<file path="src/rtl/mmio_responder.sv">
// mmio_responder
//   Memory-side responder for CPU data accesses in the MMIO window.
//   It decodes load and store requests from the pipeline. It serves the UART
//   status and data registers, a cycle counter and a retired-instruction
//   counter.
//   Read data is registered with one cycle of latency, the same as the data
//   BRAM. The writeback mux can therefore treat it exactly like BRAM load data.
//
// Ports
//   clk, rst        core clock, synchronous active-high reset
//   addr            byte address from the MEM stage; [31:28] selects the block,
//                   [7:0] is the register offset
//   wdata, byte_en  store data (lane-aligned) and byte mask
//   wr_en, rd_en    store / load request this cycle
//   inst_retire     one pulse per committed instruction
//   mmio_hit        combinational window decode (0 while in reset)
//   rdata           registered read data, valid the cycle after rd_en
//   uart_tx_*       valid/ready byte stream towards the transmitter
//   uart_rx_*       valid/ready byte stream from the receiver; ready is a
//                   combinational pulse raised by a load of the data register
module mmio_responder #(
  parameter int unsigned CNT_WIDTH = 32,
  parameter logic [3:0]  MMIO_TAG  = 4'h8
) (
  input  logic        clk,
  input  logic        rst,
  input  logic [31:0] addr,
  input  logic [31:0] wdata,
  input  logic [3:0]  byte_en,
  input  logic        wr_en,
  input  logic        rd_en,
  input  logic        inst_retire,
  output logic        mmio_hit,
  output logic [31:0] rdata,
  output logic [7:0]  uart_tx_data,
  output logic        uart_tx_valid,
  input  logic        uart_tx_ready,
  input  logic [7:0]  uart_rx_data,
  input  logic        uart_rx_valid,
  output logic        uart_rx_ready
);

  // Register offsets
  localparam logic [7:0] OFF_STATUS = 8'h00;
  localparam logic [7:0] OFF_RXDATA = 8'h04;
  localparam logic [7:0] OFF_TXDATA = 8'h08;
  localparam logic [7:0] OFF_CYCLE  = 8'h10;
  localparam logic [7:0] OFF_INSTR  = 8'h14;
  localparam logic [7:0] OFF_CLEAR  = 8'h18;

  localparam logic [CNT_WIDTH-1:0] CNT_ONE = CNT_WIDTH'(1);

  // ---------------------------------------------------------------------------
  // State
  // ---------------------------------------------------------------------------
  logic [31:0]          rdata_q,   rdata_d;
  logic [7:0]           tx_data_q, tx_data_d;
  logic                 tx_vld_q,  tx_vld_d;
  logic [CNT_WIDTH-1:0] cyc_q,     cyc_d;
  logic [CNT_WIDTH-1:0] ins_q,     ins_d;

  // ---------------------------------------------------------------------------
  // Decode
  // ---------------------------------------------------------------------------
  logic [7:0] off;
  logic       rd_hit, wr_hit;
  logic       tx_store, cnt_clear;

  assign off      = addr[7:0];
  // Gated by reset so that nothing downstream acts on a stale bus during reset.
  assign mmio_hit = !rst && (addr[31:28] == MMIO_TAG);
  assign rd_hit   = rd_en && mmio_hit;
  assign wr_hit   = wr_en && mmio_hit;

  // A TX store is only taken when the holding register is empty. Software
  // polls status bit0 first, so a store that finds it full is dropped.
  assign tx_store  = wr_hit && (off == OFF_TXDATA) && byte_en[0] && !tx_vld_q;
  assign cnt_clear = wr_hit && (off == OFF_CLEAR);

  // The RX byte is consumed on the same edge that rdata captures it.
  assign uart_rx_ready = rd_hit && (off == OFF_RXDATA) && uart_rx_valid;

  // Only the low address byte and the low store byte carry meaning here.
  logic unused_bits;
  assign unused_bits = ^{addr[27:8], wdata[31:8], byte_en[3:1]};

  // ---------------------------------------------------------------------------
  // Read mux (always samples the pre-edge state, so a read that coincides
  // with a write or a counter clear returns the old value)
  // ---------------------------------------------------------------------------
  logic [31:0] rd_sel;

  always_comb begin
    rd_sel = 32'h0;
    unique case (off)
      OFF_STATUS: rd_sel = {30'b0, uart_rx_valid, ~tx_vld_q};
      OFF_RXDATA: rd_sel = {24'b0, uart_rx_data};
      OFF_CYCLE:  rd_sel = 32'(cyc_q);
      OFF_INSTR:  rd_sel = 32'(ins_q);
      default:    rd_sel = 32'h0;
    endcase
  end

  always_comb begin
    rdata_d = rdata_q;
    if (rd_hit) rdata_d = rd_sel;
  end

  // ---------------------------------------------------------------------------
  // TX holding register
  // ---------------------------------------------------------------------------
  always_comb begin
    tx_vld_d  = tx_vld_q;
    tx_data_d = tx_data_q;
    if (tx_store) begin
      tx_vld_d  = 1'b1;
      tx_data_d = wdata[7:0];
    end else if (tx_vld_q && uart_tx_ready) begin
      tx_vld_d  = 1'b0;
    end
  end

  // ---------------------------------------------------------------------------
  // Performance counters; a clear takes priority over the increment
  // ---------------------------------------------------------------------------
  always_comb begin
    cyc_d = cyc_q + CNT_ONE;
    ins_d = inst_retire ? ins_q + CNT_ONE : ins_q;
    if (cnt_clear) begin
      cyc_d = '0;
      ins_d = '0;
    end
  end

  // ---------------------------------------------------------------------------
  // Registers
  // ---------------------------------------------------------------------------
  always_ff @(posedge clk) begin
    if (rst) begin
      rdata_q   <= '0;
      tx_vld_q  <= 1'b0;
      tx_data_q <= '0;
      cyc_q     <= '0;
      ins_q     <= '0;
    end else begin
      rdata_q   <= rdata_d;
      tx_vld_q  <= tx_vld_d;
      tx_data_q <= tx_data_d;
      cyc_q     <= cyc_d;
      ins_q     <= ins_d;
    end
  end

  assign rdata         = rdata_q;
  assign uart_tx_data  = tx_data_q;
  assign uart_tx_valid = tx_vld_q;

endmodule

</file>
<file path="config.mk">
export PLATFORM = sky130hd
export DESIGN_NAME = mmio_responder
export DESIGN_NICKNAME = d
export VERILOG_FILES = /design/src/rtl/mmio_responder.sv
export SDC_FILE = /design/constraint.sdc
export NUM_CORES = 1
export LEC_CHECK = 0
export BUFFER_PORTS_ARGS = -buffer_cell sky130_fd_sc_hd__clkbuf_2
export CAP_MARGIN = 20
export CELL_PAD_IN_SITES_DETAIL_PLACEMENT = 1
export CELL_PAD_IN_SITES_GLOBAL_PLACEMENT = 1
export CORE_ASPECT_RATIO = 0.9
export CORE_UTILIZATION = 36
export DETAILED_ROUTE_END_ITERATION = 16
export PLACE_DENSITY_LB_ADDON = 0.2
export SYNTH_ARGS = -nofsm -noshare
export SYNTH_HDL_FRONTEND = slang
export SYNTH_SLANG_ARGS = --single-unit
</file>
<file path="constraint.sdc">
create_clock -name clk -period 2.2 [get_ports clk]
set_clock_uncertainty 0.15 [all_clocks]
set_input_delay 0.22 -clock clk [delete_from_list [all_inputs] [get_ports clk]]
set_output_delay 0.22 -clock clk [all_outputs]
set_load 0.03 [all_outputs]
</file>
Yosys cells after proc, flatten, opt, wreduce, memory -nomap -nowiden:

Cells that the tools add are included.

* logic and storage cells: 32
* output and inout port bits: 43
* flip-flop bits (word level): 105
* input port bits: 83

* mux-type cells: 3
* equal/unequal tests: 6
* reduce and logical (&&, ||, !) cells: 15
* $add $sub $neg: 2
* bitwise operators: 1

Operators with widths (number)
* $pmux W32 S4: 1
* $add A32 B1 Y32 const B: 2
* $eq A8 B5 Y1 const B: 3
* $logic_and A1 B1 Y1: 10
* $eq A8 B3 Y1 const B: 1
* $eq A8 B4 Y1 const B: 1
* $logic_not A8 Y1: 1
* $eq A4 B4 Y1 const B: 1
* $logic_not A1 Y1: 2
* $mux W1: 2
* $reduce_bool A2 Y1: 1
* $reduce_or A2 Y1: 1
* $not A1 Y1: 1

Logic depth before layout (Yosys ltp):

Gate-level depths: netlist of the first run.

* depth in word-level cells: 7
* gate-level depth with buffers: 7
* gate-level depth less buffers: 5

Worst setup path before layout of the first run:

No wires, ideal clock.

* path kind: input -> output
* start: input addr[2]
* end: output uart_rx_ready
* stages: 5
* buffers on the path: 2
* path slack: -220 ps
* data required time: 1830 ps
* arrival: 2050 ps
* cell sequence: buf_2 nor4b_2 clkbuf_1 nand3b_1 nor3_1

* longest elaborated chain between the ends: 3

RTL lines
* start, declared: RTL line 27 `input logic [31:0] addr,`
* $eq A8 B3 Y1: RTL line 81 `assign uart_rx_ready = rd_hit && (off == OFF_RXDATA) && uart_rx_valid;`
* $logic_and A1 B1 Y1 (2 in a row): RTL line 81
* end, declared: RTL line 40 `output logic uart_rx_ready`

Every way passes these cells.

Worst setup path after layout of the first run:

* start: register cyc_q[1]
* end: register cyc_q[28]

* longest elaborated chain between the ends: 1

RTL lines
* start, declared: RTL line 59 `logic [CNT_WIDTH-1:0] cyc_q, cyc_d;`
* start signal, assigned: RTL line 149 `cyc_q <= cyc_d;`
* $add A32 B1 Y32: RTL line 127 `cyc_d = cyc_q + CNT_ONE;`

Every way passes these cells.
A chain may end at the register's enable or synchronous reset.

==> results of run 1 <==
cell families after synthesis:
kind of cell / share of synthesized area (%)
xor gates and xnor gates: 4.360
adders and majority gates: 0.4982
and+or+nand+nor: 26.66
DFF: 41.85
buffers and inverters: 3.961
muxes: 3.263
AOI/OAI and AO/OA: 19.41
worst min path at each step:
stage                          startpoint         endpoint  slack [ns]  cells past startpoint
after floorplan                  wdata[0]  uart_tx_data[0]        0.22                      2
after global placement    uart_tx_data[4]  uart_tx_data[4]        0.31                      2
after detailed placement         rdata[0]         rdata[0]        0.32                      1
after CTS                   uart_tx_ready    uart_tx_valid        0.01                      4
after global routing        uart_tx_ready    uart_tx_valid        0.02                      4
final                       uart_tx_ready    uart_tx_valid        0.02                      4
worst max-delay path, stage by stage, from the launching register on:
cell and delay, ns:
dfxtp_2 0.36, ha_4 0.16, nand4_2 0.13, or4_4 0.44, buf_6 0.17, or4_1 0.51, a21oi_1 0.15
registers in the layout, summed over array words and instances, names as in the netlist:
register       count
cyc_q             32
ins_q             32
rdata             32
uart_tx_data       8
uart_tx_valid      1
cells in the mapped netlist, drive strengths merged:
cell,n
and4b,1
clkbuf,25
nor4,11
nand3b,9
nand4b,1
mux2,3
inv,7
ha,2
mux2i,13
xor2,14
or3b,6
or4,25
or3,13
dlygate4sd1,1
a2bb2oi,24
or2,3
nor2,57
a22o,9
a21oi,41
buf,10
nand4,24
o2bb2ai,6
nand4bb,1
nor3b,1
nand3,25
nor4b,3
o21ai,18
xnor2,11
nand2,23
and3b,1
nor3,5
and2,2
o31ai,21
nor2b,4
nand2b,1
dfxtp,105
a22oi,24
and4,7
and3,5
per-layer routing:
layer | GRT usage, % | share of wire (%) | wire length [um]
met5 | 0 | 0 | 0
met4 | 6.667 | 0.98 | 153
met3 | 4.019 | 3.0 | 473
met2 | 38.34 | 48 | 7566
met1 | 28.88 | 48 | 7470
per-stage QoR:
step                      cells  util (%)  area [sq um]  power (mW)
after floorplan             562         -          5027       2.052
after global placement      822     43.53          5861       2.135
after detailed placement    822     43.53          5861       2.142
after CTS                   846     46.12          6208       3.632
after global routing        847     46.42          6250       3.730
final                       847     46.42          6250       3.601
repair_timing:
action / 4_1_cts / 5_1_grt
hold buffers: 8 / 0
endpoints found under the setup margin: 6 / 18
pin swaps: 1 / 1
resized for setup: 3 / 10
endpoints found under the hold margin: 8 / 0
buffers inserted: 0 / 1
report_power, final:
group          switching [mW]  total (mW)  internal, mW
Combinational           0.110       0.198        0.0876
Sequential            0.00894        1.92          1.91
Clock                   0.718        1.49         0.767
cell type report:
class	count	area [sq um]	area share, %
clock inverter	3	17.52	0.2803
timing repair buffer	137	869.6	13.91
clock buffer	13	240.2	3.844
tap	168	210.2	3.363
multi-input combinational	414	2778	44.44
sequential	105	2108	33.73
inverter	7	26.28	0.4204
==> flow_summary.yaml, run 1 <==
run_status:
  status: "complete, no violations"
final_layout:
  n_antenna_cell: 0
  final_common_cell: "dfxtp_1"
  nNetsFinal: 759
  mostFrequentLayoutCells: "dfxtp_1 (100), clkbuf_2 (78), nor2_1 (57)"
  area_growth_pct: 24.44
  nFillCells: 1597
  final_layout_size_suffix_gt1_share_pct: 26.22
worst_setup_path:
  cp.arrival_ns: 2.26
  r2r-start: "cyc_q[1]"
  r2r_end: "cyc_q[28]"
  ff2ff_path_depth: 6
  crit_start: "cyc_q[1]"
  startpoint_type: "flip-flop"
  cp-end-kind: "flip-flop"
  criticalPathCategory: "reg2reg"
  critPathCapture: "cyc_q[28]"
  critical_path_required_ns: 2.34
  ff2ff_setup_slack_ns: 0.08
  crit_fanout: 15
place:
  dp_hpwl_um: 11480
  globalplace.congestion: 0.7841
  portBuffers: 78
  post-place-ws_ns: -0.004354
routing:
  wl_per_cell_um: 18.49
  drt-total-wl_um: 15660
  viasPerCell: 5.724
  drc: 0
  vias: 4848
  drt_first_pass_iters: 4
  ant_nets: 0
  drt_iter0_markers: 211
clock_tree:
  clock-sinks: 105
  root_buffer: "clkbuf_16"
  cts-buffers-inserted: 9
  htreeDepth: 3
  clkTransAtPathRegs_ns: 0.07
  clk_path_buf_depth: 2
  tritoncts: "yes"
  clkLatencyLatePin_ns: 0.35
sta:
  fmax_ghz: 0.4706
  rsz0062_at_grt: "no"
  setup_viol: 0
  maxSlewHeadroom_pct: 53.12
  final.setup.tns_ns: 0
  hold_slack_ns: 0.02124
  fin_crit_sh_pct: 96.58
  slew_violations: 0
  fin_ws_ns: 0.07520
  min_period_ns: 2.125
  worstMarginPinSlew_ns: 0.7031
  finalHoldViolCount: 0
logic_synthesis:
  ys_seq_elements: 105
  synthCells: 562
  synth_area_leaders: "dfxtp_1 (42%), nor2_1 (4.3%), a2bb2oi_1 (4.2%), a21oi_1 (4.1%), or4_1 (3.7%)"
  syn_nets: 647
  synth_area_per_cell_sq_um: 8.937
  synth_top_area_share_pct: 41.85
  synth_top_cell_by_area: "dfxtp_1"
  yosysUniqueCellTypes: 50
  yosys_warnings: 0
  ys_seq_area_share_pct: 41.85
  netlist_area_sq_um: 5022
power_and_ir_drop:
  total_leakage_power_nw: 2.204
  power_density_nw_per_um2: 576.1
  peakVddDrop_mv: 0.4000
global_route:
  antenna_found_initial: 0
  grt_max_degree: 56
  grt_pass1_vias: 4970
  grt_usage_pct: 22.40
  grt_overflow_total: 0
  grt_pass1_wl_um: 25400
run:
  maxCapViolations: 0
floorplan:
  die_height_um: 114.1
  num_rows: 40
  die_x_um: 126.5
  io_pins: 126
  die_area_sq_um: 14430
  start_util_pct: 37.30
  coreArea_sq_um: 13460
min_path:
  worst_hold_path_type: "in2reg"
(Power assumes the default switching activity.)
==> inputs of run 2 (changes only) <==
CORE_ASPECT_RATIO = 2   (was 0.9)
PLACE_DENSITY_LB_ADDON = 0.1   (was 0.2)
==> run 2 against run 1 <==
  * Cell count fell by 1.7%
  * Worst setup slack got worse by 0.055 ns
  * Total power grew 10%
  * Core utilization up 0.47 points
  * Largest power group unchanged
  * Die area grew 0.20%
  * Routed wire length grew 8.2%
  * Final area rose by 1.4%
  * Clock-buffer cell count fell by 3
==> flow_summary.yaml, run 2 (same netlist as run 1, synthesis figures left out) <==
run_status:
  status: "complete, no violations"
worst_setup_path:
  ff2ff_setup_slack_ns: 0.02
  crit_fanout: 8
  cp.depth: 5
  r2r-start: "cyc_q[0]"
  crit_start: "cyc_q[0]"
  criticalPathCategory: "reg2reg"
  cp-end-kind: "flip-flop"
  cpPeakStageDelay_ns: 0.57
  slowest_stage: "or4_1"
  r2r_end: "cyc_q[20]"
  critPathCapture: "cyc_q[20]"
  crit_chain: "ha_2 -> nand4_4 -> or4_4 -> or4_1 -> a21oi_2"
  ff2ff_path_depth: 5
  cp.arrival_ns: 2.32
  crit_family: "simple AND/OR/NAND/NOR gates"
  startpoint_type: "flip-flop"
  cp_num_buf_inv: 0
  critical_path_required_ns: 2.34
routing:
  vias: 4982
  ant_nets: 0
  viasPerCell: 5.981
  wl_per_cell_um: 20.34
  drt_iter0_markers: 222
  drc: 0
  drt-total-wl_um: 16950
  drt_first_pass_iters: 4
place:
  dp_hpwl_um: 12060
  placed_area_sq_um: 5842
  globalplace.congestion: 0.8260
  portBuffers: 78
power_and_ir_drop:
  total_leakage_power_nw: 2.253
  power_density_nw_per_um2: 625.8
  peakVddDrop_mv: 0.4073
  p_total_mw: 3.965
floorplan:
  io_pins: 126
  die_area_sq_um: 14460
  num_rows: 60
  start_util_pct: 37.17
  die_x_um: 85.52
  coreArea_sq_um: 13510
  die_height_um: 169.0
sta:
  worstMarginPinSlew_ns: 0.7976
  maxSlewHeadroom_pct: 46.83
  hold_slack_ns: 0.05315
  min_period_ns: 2.180
  setup_viol: 0
  fin_crit_sh_pct: 99.10
  slew_violations: 0
  fmax_ghz: 0.4587
  finalHoldViolCount: 0
final_layout:
  final_layout_size_suffix_gt1_share_pct: 26.84
  nNetsFinal: 759
  n_antenna_cell: 0
  postLayoutCellArea_sq_um: 6336
  final_common_cell: "dfxtp_1"
  mostFrequentLayoutCells: "dfxtp_1 (102), clkbuf_2 (78), nor2_1 (57)"
  area_growth_pct: 26.16
clock_tree:
  cts-buffers-inserted: 9
  clkTransAtPathRegs_ns: 0.07
  root_buffer: "clkbuf_16"
  clkLatencyLatePin_ns: 0.35
  htreeDepth: 3
  clock-sinks: 105
  clk_path_buf_depth: 2
  tritoncts: "yes"
global_route:
  antenna_found_initial: 0
  grt_pass1_vias: 5269
  grt_pass1_wl_um: 26520
  grt_overflow_total: 0
  grt_max_degree: 37
  grt_usage_pct: 23.46
min_path:
  worst_hold_path_type: "in2reg"
run:
  maxCapViolations: 0
==> run 2: worst min-delay path, stage by stage <==
cell and delay [ns]:
clkbuf_2 0.09, nor2b_1 0.04, a21oi_1 0.11, nor2_1 0.05
==> run 2: worst min-delay path by stage <==
stage          cells past startpoint         endpoint  slack, ns            start
3_3_place_gp                       2  uart_tx_data[0]       0.31  uart_tx_data[0]
5_1_grt                            3         rdata[7]       0.07  uart_rx_data[7]
6_report                           4    uart_tx_valid       0.05    uart_tx_ready
3_5_place_dp                       1         rdata[5]       0.32         rdata[5]
2_1_floorplan                      2  uart_tx_data[0]       0.22         wdata[0]
4_1_cts                            3         rdata[2]       0.05  uart_rx_data[2]
==> run 2: repair_timing <==
action / 4_1_cts / 5_1_grt
cloned: 0 / 1
buffers inserted: 0 / 3
hold endpoints to repair: 8 / 0
pin swaps: 0 / 1
setup endpoints to repair: 7 / 10
hold buffers: 8 / 0
resized for setup: 5 / 11
==> run 2: through the flow <==
step,utilization [%],setup WS [ns],setup TNS [ns],cells
2_1_floorplan,-,0.02338,0,562
3_3_place_gp,43.23,0.04150,0,807
3_5_place_dp,43.23,-0.02165,-0.06944,807
4_1_cts,46.42,-0.02400,-0.02400,830
5_1_grt,46.89,-0.03328,-0.06542,833
6_report,46.89,0.01987,0,833
==> run 2: routing by layer <==
metal / up-vias / GRT usage, % / wire [um] / share of wire [%]
li1: 2354 / - / - / -
met1: 2522 / 23.82 / 6301 / 37
met2: 75 / 46.64 / 9861 / 58
met3: 31 / 2.828 / 301 / 1.8
met4: 0 / 9.638 / 482 / 2.8
met5: - / 0 / 0 / 0
==> run 2: cell type report <==
class / instances / area, sq um
clock buffers: 10 / 229.0
clock inverters: 5 / 103.9
fillers: 1616 / 7177
inverters: 7 / 26.28
multi-input cells: 415 / 2806
flip-flops and latches: 105 / 2106
well taps: 155 / 193.9
repair buffers: 136 / 870.8
==> run 2: power by group <==
part	internal, mW	switching [mW]
sequential	1.91	0.00803
clock	1.11	0.739
combinational	0.0872	0.113
